==> config.mk <==
export PLATFORM = sky130hd
export DESIGN_NAME = mem_responder_flat
export DESIGN_NICKNAME = d
export VERILOG_FILES = /design/src/rtl/mem_responder_if.sv /design/src/rtl/mem_responder.sv /design/src/flat_wrapper.sv
export SDC_FILE = /design/constraint.sdc
export NUM_CORES = 2
export LEC_CHECK = 0
export CAP_MARGIN = 0
export CORE_ASPECT_RATIO = 1.2
export CORE_MARGIN = 4
export CORE_UTILIZATION = 54
export CTS_CLUSTER_DIAMETER = 40
export DETAILED_ROUTE_END_ITERATION = 6
export DONT_BUFFER_PORTS = 1
export PLACE_DENSITY = 0.69
export SKIP_LAST_GASP = 1
export SYNTH_ARGS = -nofsm -noshare
export SYNTH_HDL_FRONTEND = slang
export SYNTH_SLANG_ARGS = --single-unit
==> constraint.sdc <==
create_clock -name clk -period 3.85 [get_ports clk]
set_input_delay 0.77 -clock clk [delete_from_list [all_inputs] [get_ports clk]]
set_output_delay 0.77 -clock clk [all_outputs]
set_load 0.02 [all_outputs]
==> src/rtl/mem_responder_if.sv <==
// mem_responder_if
// Bundles the core's single-port memory bus with the outbound TX stream.
//   MemWrite  : write strobe from the core
//   Adr       : byte address from the core (bits [1:0] ignored)
//   WriteData : write data from the core
//   ReadData  : combinational read data for the current Adr
//   tx_data   : TX FIFO head word
//   tx_valid  : TX FIFO non-empty
//   tx_ready  : stream sink accepts the head word this cycle
// The master modport is the core/sink side; the slave modport is the responder.
interface mem_responder_if;
  logic        MemWrite;
  logic [31:0] Adr;
  logic [31:0] WriteData;
  logic [31:0] ReadData;
  logic [31:0] tx_data;
  logic        tx_valid;
  logic        tx_ready;

  modport master (
    output MemWrite, Adr, WriteData, tx_ready,
    input  ReadData, tx_data, tx_valid
  );

  modport slave (
    input  MemWrite, Adr, WriteData, tx_ready,
    output ReadData, tx_data, tx_valid
  );
endinterface

==> src/rtl/mem_responder.sv <==
// mem_responder
// Target-side memory for the multicycle ARM core: a unified RAM below
// 0x8000_0000 and a small I/O window above it holding a TX FIFO that
// drains to a valid/ready stream, a STATUS register and a cycle counter.
// Ports:
//   clk   : single clock, rising edge
//   reset : asynchronous, active-low; clears all non-RAM state
//   bus   : mem_responder_if.slave (core bus + TX stream)
// I/O map (Adr[4:2]): 0 TXDATA (write pushes, reads 0),
//   1 STATUS {24'b0, count[3:0], 1'b0, OVF, EMPTY, FULL},
//   2 CYCLES (free-running, writable), 3..7 read 0 / writes ignored.
module mem_responder #(
  parameter int MEM_WORDS  = 64,
  parameter int FIFO_DEPTH = 4
) (
  input logic            clk,
  input logic            reset,
  mem_responder_if.slave bus
);

  localparam int AW = $clog2(MEM_WORDS);
  localparam int PW = $clog2(FIFO_DEPTH);
  localparam logic [PW:0] FULL_COUNT = FIFO_DEPTH[PW:0];

  logic [31:0] mem  [MEM_WORDS];
  logic [31:0] fifo [FIFO_DEPTH];

  logic [PW-1:0] rd_ptr;
  logic [PW-1:0] wr_ptr;
  logic [PW:0]   count;
  logic          ovf;
  logic [31:0]   cycles;

  logic          is_io;
  logic [AW-1:0] ram_idx;
  logic [2:0]    io_idx;
  logic          ram_we;
  logic          tx_push;
  logic          status_we;
  logic          cycles_we;
  logic          empty;
  logic          full;
  logic          pop;
  logic          push_ok;
  logic          ovf_set;
  logic          ovf_clr;
  logic [3:0]    count_field;
  logic [31:0]   status;
  logic [31:0]   read_data;

  // Upper RAM address bits alias and the byte offset is ignored.
  logic unused_adr;
  assign unused_adr = ^{bus.Adr[30:AW+2], bus.Adr[1:0]};

  assign is_io   = bus.Adr[31];
  assign ram_idx = bus.Adr[AW+1:2];
  assign io_idx  = bus.Adr[4:2];

  assign ram_we    = bus.MemWrite & ~is_io;
  assign tx_push   = bus.MemWrite & is_io & (io_idx == 3'd0);
  assign status_we = bus.MemWrite & is_io & (io_idx == 3'd1);
  assign cycles_we = bus.MemWrite & is_io & (io_idx == 3'd2);

  assign empty = (count == '0);
  assign full  = (count == FULL_COUNT);
  assign pop   = ~empty & bus.tx_ready;

  // A full FIFO can still take a push when the head leaves in the same cycle.
  assign push_ok = tx_push & (~full | pop);
  assign ovf_set = tx_push & full & ~pop;
  assign ovf_clr = status_we & bus.WriteData[2];

  assign count_field = 4'(count);
  assign status      = {24'b0, count_field, 1'b0, ovf, empty, full};

  assign bus.tx_valid = ~empty;
  assign bus.tx_data  = fifo[rd_ptr];
  assign bus.ReadData = read_data;

  // Zero-latency read mux for RAM and the I/O window.
  always_comb begin
    read_data = '0;
    if (!is_io) begin
      read_data = mem[ram_idx];
    end else begin
      case (io_idx)
        3'd1:    read_data = status;
        3'd2:    read_data = cycles;
        default: read_data = '0;
      endcase
    end
  end

  // RAM contents survive reset.
  always_ff @(posedge clk) begin
    if (ram_we) begin
      mem[ram_idx] <= bus.WriteData;
    end
  end

  // FIFO storage carries no reset; only the pointers and count define occupancy.
  always_ff @(posedge clk) begin
    if (push_ok) begin
      fifo[wr_ptr] <= bus.WriteData;
    end
  end

  always_ff @(posedge clk or negedge reset) begin
    if (!reset) begin
      rd_ptr <= '0;
      wr_ptr <= '0;
      count  <= '0;
    end else begin
      if (push_ok) begin
        wr_ptr <= wr_ptr + 1'b1;
      end
      if (pop) begin
        rd_ptr <= rd_ptr + 1'b1;
      end
      if (push_ok && !pop) begin
        count <= count + 1'b1;
      end else if (pop && !push_ok) begin
        count <= count - 1'b1;
      end
    end
  end

  // Sticky overflow; a set in the same cycle as a clear takes priority.
  always_ff @(posedge clk or negedge reset) begin
    if (!reset) begin
      ovf <= 1'b0;
    end else if (ovf_set) begin
      ovf <= 1'b1;
    end else if (ovf_clr) begin
      ovf <= 1'b0;
    end
  end

  // A load replaces the increment for that edge, so the loaded value is
  // visible for one full cycle before counting resumes.
  always_ff @(posedge clk or negedge reset) begin
    if (!reset) begin
      cycles <= '0;
    end else if (cycles_we) begin
      cycles <= bus.WriteData;
    end else begin
      cycles <= cycles + 32'd1;
    end
  end

endmodule
==> src/flat_wrapper.sv <==
// flat-port wrapper written by rule: the top's interface ports become plain ports
module mem_responder_flat 
#(
  parameter int MEM_WORDS  = 64,
  parameter int FIFO_DEPTH = 4
)
  (clk, reset, bus_MemWrite, bus_Adr, bus_WriteData, bus_tx_ready, bus_ReadData, bus_tx_data, bus_tx_valid);
  mem_responder_if bus_i ();
  input logic clk;
  input logic reset;
  input wire logic [$bits(bus_i.MemWrite)-1:0] bus_MemWrite;
  input wire logic [$bits(bus_i.Adr)-1:0] bus_Adr;
  input wire logic [$bits(bus_i.WriteData)-1:0] bus_WriteData;
  input wire logic [$bits(bus_i.tx_ready)-1:0] bus_tx_ready;
  output wire logic [$bits(bus_i.ReadData)-1:0] bus_ReadData;
  output wire logic [$bits(bus_i.tx_data)-1:0] bus_tx_data;
  output wire logic [$bits(bus_i.tx_valid)-1:0] bus_tx_valid;
  assign bus_i.MemWrite = bus_MemWrite;
  assign bus_i.Adr = bus_Adr;
  assign bus_i.WriteData = bus_WriteData;
  assign bus_i.tx_ready = bus_tx_ready;
  assign bus_ReadData = bus_i.ReadData;
  assign bus_tx_data = bus_i.tx_data;
  assign bus_tx_valid = bus_i.tx_valid;
  mem_responder #(.MEM_WORDS(MEM_WORDS), .FIFO_DEPTH(FIFO_DEPTH)) u_core (.clk(clk), .reset(reset), .bus(bus_i));
endmodule
==> reports/metrics.yaml <==
path_type_of_the_worst_min_delay_path: "in -> reg"
violations: "DRC, slew limit, setup timing"
dp.cells: 6800
synthDominantCellAreaShare: 0.7551
fin_cells: 7251
timing.max_cap.violations: 0
worst-setup-path-type: "in -> out"
setup_slack_ns: -3.026
die-area_um2: 166800
synthesized_net_count: 4668
tritoncts.num_buffers: 215
wire_per_inst_um: 33.87
clock_tree.buffer_depth: 3
post-route-util: 0.6320
drt-pass1-iter-count: 7
fin_worst_skew_ns: 0.02299
worst_path_largest_cell_delay_ns: 1.90
final_antenna_net_count: 0
rows: 160
setup.worst_path.end_class: "output port"
reg2reg_from: "u_core.cycles[0]$_DFF_PN0_"
fin_nets: 5039
period_share: 1.786
worst_slew_pin_slew_ns: 4.142
async_flop_share: 0.01805
cts_sinks: 2216
hpwl_um: 130200
achievable-frequency_ghz: 0.1454
irDropWorstVdd_v: 0.0004873
chipWidth_um: 373.4
synthToLayoutAreaGrowth_pct: 16.09
synth_top_cell_by_area: "sky130_fd_sc_hd__edfxtp_1"
synth.avg_cell_area_um2: 18.84
relSlewSlack: -1.761
grt_pass1_wl_um: 345700
synth_cell_type_count: 64
vias_in_the_first_global_route: 46660
run_status: "finished, violations left"
cp_max_fo: 680
timing.setup.tns_ns: -547.24
routabilityCongestion: 0.8799
dominantRegCellSynth: "sky130_fd_sc_hd__edfxtp_1"
drt-vias-per-instance: 6.609
finalWirelength_um: 245600
yosysWarningCount: 0
route.detailed.drc: 2
grtUsageTotal: 0.2916
rsz0062_at_grt: "true"
largest_net_degree_at_the_start_of_global_routing: 681
final_layout_size_suffix_gt1_frac: 0.2566
finalHoldViolations: 0
dieHeight_um: 446.5
crit_arrival_ns: 6.11
routed_via_count: 47920
port-buffer-count: 0
final_critical_path_required_period_ns: 6.876
synthTopCellsByArea: "sky130_fd_sc_hd__edfxtp_1, sky130_fd_sc_hd__mux4_2, sky130_fd_sc_hd__mux2i_1, sky130_fd_sc_hd__mux2_2, sky130_fd_sc_hd__a22oi_1"
clk_pin_slew_worst_paths_ns: 0.06
placement.setup.worst_slack_ns: -0.3982
antenna_found_initial: 12
number_of_flops_mapped_to_enable_cells_by_yosys: 2176
critPathMostFrequentCell: "sky130_fd_sc_hd__buf_4"
ys_top_cells_by_count: "sky130_fd_sc_hd__edfxtp_1, sky130_fd_sc_hd__mux2i_1, sky130_fd_sc_hd__mux4_2"
cell_with_the_most_instances_after_synthesis: "sky130_fd_sc_hd__edfxtp_1"
synth-seq-cells: 2216
slew_viol_final: 882
core_um2: 159000
clock_insertion_delay_worst_skew_ns: 0.85
cts.root.buffer_cell: "sky130_fd_sc_hd__clkbuf_16"
worst_hold_startpoint: "bus_WriteData[31]"
syn_inst: 4593
critical_path.cell_chain: "mux4_2, nand2_1, o21ai_0, buf_4, a22oi_1, o211ai_1, a2bb2oi_1, buf_4, buf_4"
power.leakage_nw: 32.45
drt_iter0_markers: 7699
power.density_cell_area_nw_per_um2: 512.9
floorplan.initialDensity: 0.5444
slowest_stage: "sky130_fd_sc_hd__mux4_2"
grt_overflow_total: 0
crit_path_start_kind: "input port"
htreeDepth: 4
post-layout-total-power_w: 0.05153
synth_area_um2: 86540
cp.required_ns: 3.08
sequential_cell_area_fraction_in_the_yosys_report: 0.7666
critical_path.startpoint: "bus_Adr[2]"
tritoncts: "yes"
ioPinCount: 133
setup_violations: 934
## final timing paths
check	endpoint	slack [ns]	depth (start not counted)
max	bus_ReadData[19]	-3.03	9
min	u_core.mem[52][31]$_DFFE_PP_	0.01	0
max reg2reg	u_core.cycles[26]$_DFF_PN0_	1.15	7
min reg2reg	u_core.cycles[0]$_DFF_PN0_	0.52	1
max in group asynchronous	u_core.cycles[31]$_DFF_PN0_	3.19	2
min in group asynchronous	u_core.rd_ptr[1]$_DFFE_PN0N_	0.43	2
## registers in the layout, summed over array words and instances (netlist names)
register       cells
u_core.ovf         1
u_core.cycles     32
u_core.mem      2048
u_core.count       3
u_core.rd_ptr      2
u_core.fifo      128
u_core.wr_ptr      2
## layout by cell type (no fill, tap or decap), types with 101 or more instances in the layout
master / Yosys / final
sky130_fd_sc_hd__a21oi_1: 215 / 213
sky130_fd_sc_hd__a22oi_1: 166 / 155
sky130_fd_sc_hd__buf_12: 1 / 103
sky130_fd_sc_hd__buf_4: 43 / 293
sky130_fd_sc_hd__clkbuf_16: 0 / 219
sky130_fd_sc_hd__edfxtp_1: 2176 / 2176
sky130_fd_sc_hd__mux2_2: 217 / 216
sky130_fd_sc_hd__mux2i_1: 301 / 301
sky130_fd_sc_hd__mux4_2: 225 / 225
sky130_fd_sc_hd__nand2_1: 107 / 101
sky130_fd_sc_hd__o21ai_0: 162 / 110
sky130_fd_sc_hd__o22ai_1: 116 / 113
## area by class of cell
cell class                      instances  area (µm²)
Sequential cell                      2216       66340
Fill cell                           10770       58490
Multi-Input combinational cell       2069       19470
Clock buffer                          263        5665
Timing Repair Buffer                  456        4950
Tap cell                             2106        2635
Clock inverter                        130        1354
Inverter                                6       27.53
Antenna cell                            5       12.51
## per-layer routing
layer	global-route usage	up-vias	wire length, µm
li1	-	19610	-
met1	0.3955	25050	90830
met2	0.4489	2812	114700
met3	0.06646	450	26490
met4	0.1482	2	13500
met5	0	-	16
## power by group
group          internal, W  switching [W]
logic              0.00166        0.00189
clock network       0.0120        0.00900
registers           0.0267       0.000224
total               0.0404         0.0111
## timing repair
item / 4_1_cts / 5_1_grt
buffers inserted: 11 / 8
hold endpoints to repair: 388 / 0
endpoints found under the setup margin: 32 / 32
pin swaps: 56 / 71
hold buffers: 39 / 0
gates cloned: 1 / 0
gates resized for setup: 95 / 71
## worst max-delay path: cells and delay by family
family                 cells  cell delay (ns)
and+or+nand+nor            1             0.13
muxes                      1             1.90
AOI/OAI and AO/OA          4             0.80
buffers and inverters      3             0.61
## stage by stage
step,area (µm²),hold slack [ns]
after floorplan,86550,0.4662
after global placement,92310,0.4770
after detailed placement,92310,0.4770
after CTS,100200,0.0001100
after global routing,100500,-0.01069
final,100500,0.01131
## cells by family after synthesis
family          synth area share
compound gates           0.06920
xor+xnor                0.003644
simple gates             0.01880
flops                     0.7666
buf+inv                  0.01875
mux                       0.1219
fa+ha+maj               0.001099
Note: power is estimated with default switching activity, not from simulation.
